### src/rtl/nibble_serial_add_ctrl_pkg.sv
// Shared definitions for the nibble-serial adder controller: the FSM state
// encoding and the width of one adder slice.
package nibble_serial_add_ctrl_pkg;

  localparam int NIB_W = 4;

  typedef enum logic [1:0] {
    S_IDLE = 2'd0,
    S_RUN  = 2'd1,
    S_DONE = 2'd2
  } state_t;

endpackage

### src/rtl/cla_adder.sv
// Existing 4-bit carry-lookahead adder slice. Its carries are formed from the
// generate/propagate terms rather than rippled from bit to bit.
module cla_adder (
  input  logic [3:0] a,
  input  logic [3:0] b,
  input  logic       cin,
  output logic [3:0] sum,
  output logic       cout
);

  logic [3:0] g;
  logic [3:0] p;
  logic [4:0] c;

  assign g = a & b;
  assign p = a ^ b;

  // Each carry is a flat sum of products over the lower bit positions.
  assign c[0] = cin;
  assign c[1] = g[0] | (p[0] & cin);
  assign c[2] = g[1] | (p[1] & g[0]) | (p[1] & p[0] & cin);
  assign c[3] = g[2] | (p[2] & g[1]) | (p[2] & p[1] & g[0])
              | (p[2] & p[1] & p[0] & cin);
  assign c[4] = g[3] | (p[3] & g[2]) | (p[3] & p[2] & g[1])
              | (p[3] & p[2] & p[1] & g[0])
              | (p[3] & p[2] & p[1] & p[0] & cin);

  assign sum  = p ^ c[3:0];
  assign cout = c[4];

endmodule

### src/rtl/nibble_serial_add_ctrl.sv
// Adds two WIDTH-bit operands by stepping one 4-bit CLA slice across them,
// least-significant nibble first, holding each nibble STEP_CYC cycles.
module nibble_serial_add_ctrl
  import nibble_serial_add_ctrl_pkg::*;
#(
  parameter int WIDTH    = 16,
  parameter int STEP_CYC = 2
) (
  input  logic             clk,
  input  logic             rst,
  input  logic             start,
  input  logic [WIDTH-1:0] a,
  input  logic [WIDTH-1:0] b,
  input  logic             cin,
  output logic             busy,
  output logic             done,
  output logic [WIDTH-1:0] sum,
  output logic             cout,
  output logic             ovf
);

  localparam int NIBS    = WIDTH / NIB_W;
  localparam int NIB_CW  = $clog2(NIBS);
  localparam int STEP_CW = $clog2(STEP_CYC + 1);

  localparam logic [NIB_CW-1:0]  NIB_LAST  = NIB_CW'(NIBS - 1);
  localparam logic [STEP_CW-1:0] STEP_LAST = STEP_CW'(STEP_CYC - 1);

  // Handshake: start is honoured only in IDLE (busy=0, done=0); busy stays high
  // for the whole RUN phase and done pulses for exactly one cycle afterwards.
  state_t state;
  state_t next_state;

  logic [WIDTH-1:0]   a_sh;
  logic [WIDTH-1:0]   b_sh;
  logic [WIDTH-1:0]   res;
  logic               carry;
  logic               a_msb;
  logic               b_msb;
  logic [NIB_CW-1:0]  nib_cnt;
  logic [STEP_CW-1:0] step_cnt;

  logic [NIB_W-1:0]   slice_sum;
  logic               slice_cout;
  logic               capture;
  logic               last_nib;
  logic [WIDTH-1:0]   res_next;

  cla_adder u_slice (
    .a    (a_sh[NIB_W-1:0]),
    .b    (b_sh[NIB_W-1:0]),
    .cin  (carry),
    .sum  (slice_sum),
    .cout (slice_cout)
  );

  assign capture  = (state == S_RUN) && (step_cnt == STEP_LAST);
  assign last_nib = (nib_cnt == NIB_LAST);
  // New nibble enters at the top so the LS nibble ends up at bit 0.
  assign res_next = {slice_sum, res[WIDTH-1:NIB_W]};

  always_ff @(posedge clk) begin
    if (rst) begin
      state <= S_IDLE;
    end else begin
      state <= next_state;
    end
  end

  always_comb begin
    next_state = state;
    case (state)
      S_IDLE:  if (start) next_state = S_RUN;
      S_RUN:   if (capture && last_nib) next_state = S_DONE;
      S_DONE:  next_state = S_IDLE;
      default: next_state = S_IDLE;
    endcase
  end

  always_comb begin
    busy = 1'b0;
    done = 1'b0;
    case (state)
      S_RUN:   busy = 1'b1;
      S_DONE:  done = 1'b1;
      default: ;
    endcase
  end

  always_ff @(posedge clk) begin
    if (rst) begin
      a_sh     <= '0;
      b_sh     <= '0;
      res      <= '0;
      carry    <= 1'b0;
      a_msb    <= 1'b0;
      b_msb    <= 1'b0;
      nib_cnt  <= '0;
      step_cnt <= '0;
      sum      <= '0;
      cout     <= 1'b0;
      ovf      <= 1'b0;
    end else begin
      case (state)
        S_IDLE: begin
          if (start) begin
            a_sh     <= a;
            b_sh     <= b;
            carry    <= cin;
            a_msb    <= a[WIDTH-1];
            b_msb    <= b[WIDTH-1];
            nib_cnt  <= '0;
            step_cnt <= '0;
          end
        end
        S_RUN: begin
          if (capture) begin
            res      <= res_next;
            a_sh     <= {{NIB_W{1'b0}}, a_sh[WIDTH-1:NIB_W]};
            b_sh     <= {{NIB_W{1'b0}}, b_sh[WIDTH-1:NIB_W]};
            carry    <= slice_cout;
            step_cnt <= '0;
            nib_cnt  <= nib_cnt + 1'b1;
            if (last_nib) begin
              sum  <= res_next;
              cout <= slice_cout;
              // Overflow: like-signed operands produced a result of the other sign.
              ovf  <= (a_msb == b_msb) && (slice_sum[NIB_W-1] != a_msb);
            end
          end else begin
            step_cnt <= step_cnt + 1'b1;
          end
        end
        default: ;
      endcase
    end
  end

endmodule
### config.mk
export PLATFORM = sky130hd
export DESIGN_NAME = nibble_serial_add_ctrl
export DESIGN_NICKNAME = d
export VERILOG_FILES = /design/src/rtl/nibble_serial_add_ctrl_pkg.sv /design/src/rtl/cla_adder.sv /design/src/rtl/nibble_serial_add_ctrl.sv
export SDC_FILE = /design/constraint.sdc
export NUM_CORES = 1
export LEC_CHECK = 0
export CAP_MARGIN = 25
export CELL_PAD_IN_SITES_DETAIL_PLACEMENT = 0
export CELL_PAD_IN_SITES_GLOBAL_PLACEMENT = 1
export CORE_ASPECT_RATIO = 0.75
export CORE_UTILIZATION = 39
export DETAILED_ROUTE_END_ITERATION = 7
export GPL_ROUTABILITY_DRIVEN = 1
export GPL_TIMING_DRIVEN = 0
export PLACE_DENSITY = 0.91
export SYNTH_ARGS = -nofsm -noshare
export SYNTH_HDL_FRONTEND = slang
export SYNTH_SLANG_ARGS = --single-unit
### constraint.sdc
create_clock -name clk -period 2.3 [get_ports clk]
set_clock_uncertainty 0.15 [all_clocks]
set_input_delay 0.46 -clock clk [delete_from_list [all_inputs] [get_ports clk]]
set_output_delay 0.46 -clock clk [all_outputs]
set_load 0.01 [all_outputs]
==> out/results.tsv <==
stage	metric	value	unit
min_path	hold path startpoint	sum[10]	
timing	Post-Route Setup TNS	0	ps
timing	post-layout minimum cycle time	2210	ps
power	power density over the cells	676	nW/µm²
synthesis	EDFF count, synth	0	
die	number of cell rows	27	
power	leakage power summed over all cells	1.37	nW
setup_path	start of the worst register-to-register path	state[1]	
timing	Hold Vio Cnt, Final	0	
die	CORE AREA	7430	µm²
drt	Antenna Nets Post-Route	0	
timing	Worst-Margin Slew	717	ps
cells_and_area	Area Overhead vs Synth	28.2	%
grt	GRT Overall Usage	18.9	%
drt	vias after detailed routing	2594	
drt	via density per instance	4.91	
drt	wire length per cell	13.7	µm
grt	global-route wire length before repair	12.0	mm
min_path	worst min-delay path category	reg2reg	
clock_tree	latest clock arrival within the worst-skew pair	340	ps
die	Die Y-Extent	78.5	µm
setup_path	top fanout value on the critical path	10	
min_path	number of cells on the worst hold path	2	
setup_path	Reg2Reg Depth	7	
drt	router iterations before antenna repair	4	
clock_tree	CTS buffer count	9	
die	width of the chip	104	µm
setup_path	data arrival at the endpoint of the critical path	1600	ps
clock_tree	number of hold buffers added after CTS	0	
synthesis	share of flip-flops with an asynchronous set or reset	0	%
cells_and_area	number of antenna cells inserted	0	
timing	slew margin rel.	52.2	%
place	# port buffers	54	
setup_path	kind of critical path	reg2out	
synthesis	synth warn	0	
setup_path	CP max stage delay	530	ps
flow_run	Max-Cap Viols	0	
setup_path	Critical Path, Cell by Cell	nand2b_1 > buf_4 > inv_8 > clkdlybuf4s50_1	
grt	antenna violations before repair	0	
drt	final WL	7.22	mm
cells_and_area	final net count	464	
synthesis	cell count after synthesis	357	
cells_and_area	share of final-layout standard cells stronger than drive strength 1	13.6	%
drt	initial detailed-routing violation count	106	
power	Max IR drop VDD	0.329	mV
synthesis	flop and latch count out of synthesis	71	
timing	achievable clock frequency	452	MHz
grt	maximum number of pins on one net before global-route repair	19	
place	gp weighted congestion	0.806	
clock_tree	largest buffer count on any clock path	2	
clock_tree	root buffer cell	clkbuf_8	
min_path	worst hold path endpoint	sum[10]	
synthesis	post-synth net total	399	
timing	number of max-slew violations in the final report	0	
place	total half-perimeter wirelength after legalization and detailed placement	5.30	mm
cells_and_area	Layout Cell Area excl Fill	3900	µm²
setup_path	CP Data Required Time	1690	ps
setup_path	slowest cell on the critical path	clkdlybuf4s50_1	
timing	number of failing setup endpoints in the final timing report	0	
clock_tree	number of levels in the clock H-tree	3	
synthesis	most used flip-flop cell after synthesis	dfxtp_1	
place	placement-stage cell area	3710	µm²
clock_tree	Clock Sink Count	71	
die	initial standard-cell utilization of the core	41.0	%
setup_path	kind of start point of the critical path	register	
synthesis	netlist area before placement	3050	µm²
timing	post-route fraction of the period consumed by the critical path	96.2	%
clock_tree	TritonCTS clock tree	done	
setup_path	worst reg2reg path endpoint	a_sh[4]	
die	Die ar.	8170	µm²
grt	number of global-route vias before repair	2520	
run_status	result of the run	complete, no violations	
clock_tree	clock-pin transition on the worst setup and hold timing paths	80	ps
power	Total Power	2.64	mW
timing	RSZ-0062 raised after global routing	no	
drt	DRC viols	0	
setup_path	CP Capture Type	primary output	
die	I/O pin total	56	
synthesis	synthesized area per cell	8.53	µm²
grt	remaining global-route overflow	0	
setup_path	slack of the worst reg-to-reg path	320	ps
synthesis	sequential-to-total area share from yosys stat	46.7	%
synthesis	distinct cell type count of the synthesized netlist	30	
==> layout by cell type (no fill, tap or decap), drive strengths merged <==
cell and n:
clkinvlp 2, inv 7, clkbuf 23, or2 1, a211oi 2, clkinv 2
buf 11, clkdlybuf4s50 54, nor2 35, o311ai 1, nand3b 2, a21oi 41
nor3 5, xnor2 4, a21o 2, and2 2, fa 1, ha 5
dfxtp 71, nand3 7, a311oi 25, nand2 119, nand2b 2, nor2b 2
a31oi 1
==> Yosys cell counts (all sizes together) (4+ instances only) <==
library cell	count	area share (%)
clkbuf	14	1.7
a21oi	41	6.7
inv	4	0.49
nor2	35	4.7
nand3	7	1.2
ha	5	2.1
xnor2	4	1.2
a311oi	25	12
nand2	119	15
buf	11	2.9
nor3	5	0.82
dfxtp	71	47
==> layer usage <==
layer | GRT usage, % | vias to the layer above | share of wire, %
met5 | 0 | - | 0
met4 | 4.29 | 0 | 0.40
met3 | 5.81 | 4 | 4.8
met2 | 30.0 | 65 | 44
met1 | 25.0 | 1190 | 51
li1 | - | 1335 | -
==> cell type report <==
cell class	count	area (µm²)
Buffer	24	138
Clock buffer	9	124
Clock inverter	7	55.1
Fill cell	735	3530
Inverter	4	22.5
Multi-Input combinational cell	257	1470
Sequential cell	71	1420
Tap cell	101	126
Timing Repair Buffer	55	548
==> sequential cells by signal, indices dropped and copies added (netlist names) <==
register / count
b_sh: 16
sum: 16
cout: 1
state: 2
a_sh: 16
res: 12
b_msb: 1
a_msb: 1
carry: 1
step_cnt: 2
ovf: 1
nib_cnt: 2
==> power by group <==
part / switching [mW] / internal [mW]
clock: 0.504 / 0.402
sequential: 0.0383 / 1.29
combinational: 0.225 / 0.182
total: 0.768 / 1.87
==> stage by stage <==
stage | hold slack (ps) | cells | util [%] | worst slack, ps
6_report | 306 | 528 | 52.5 | 87.0
5_1_grt | 328 | 528 | 52.5 | 21.1
3_5_place_dp | 299 | 512 | 49.9 | 17.7
2_1_floorplan | 282 | 357 | - | 591
4_1_cts | 311 | 528 | 52.5 | 18.9
3_3_place_gp | 291 | 512 | 49.9 | 14.4
==> logic make-up (layout without fill, tap and decap cells) <==
logic type      after synthesis  count (layout)  share of synthesized area (%)
buf+inv                      29              99                           5.09
flops                        71              71                           46.7
compound gates               72              72                           20.5
xor+xnor                      4               4                           1.15
simple gates                175             175                           23.8
fa+ha+maj                     6               6                           2.71
==> critical path: cells and delay by family, from the launching register on <==
kind                   cells  cell delay, ps
buffers and inverters      3             800
DFF                        1             330
and+or+nand+nor            1             140
==> worst max-delay path by stage <==
stage	startpoint	end	slack [ps]	cells past startpoint
3_3_place_gp	state[1]	busy	10	5
3_5_place_dp	state[1]	busy	20	5
2_1_floorplan	a_sh[0]	ovf	590	6
4_1_cts	state[1]	busy	20	4
6_report	state[1]	busy	90	4
5_1_grt	state[1]	busy	20	4
==> repair_timing <==
action                     CTS  global route
pin swaps                    0             0
setup endpoints to repair    1             1
resized for setup            3             2
buffers inserted             1             0
No activity file was read; power rests on OpenSTA's default activity.
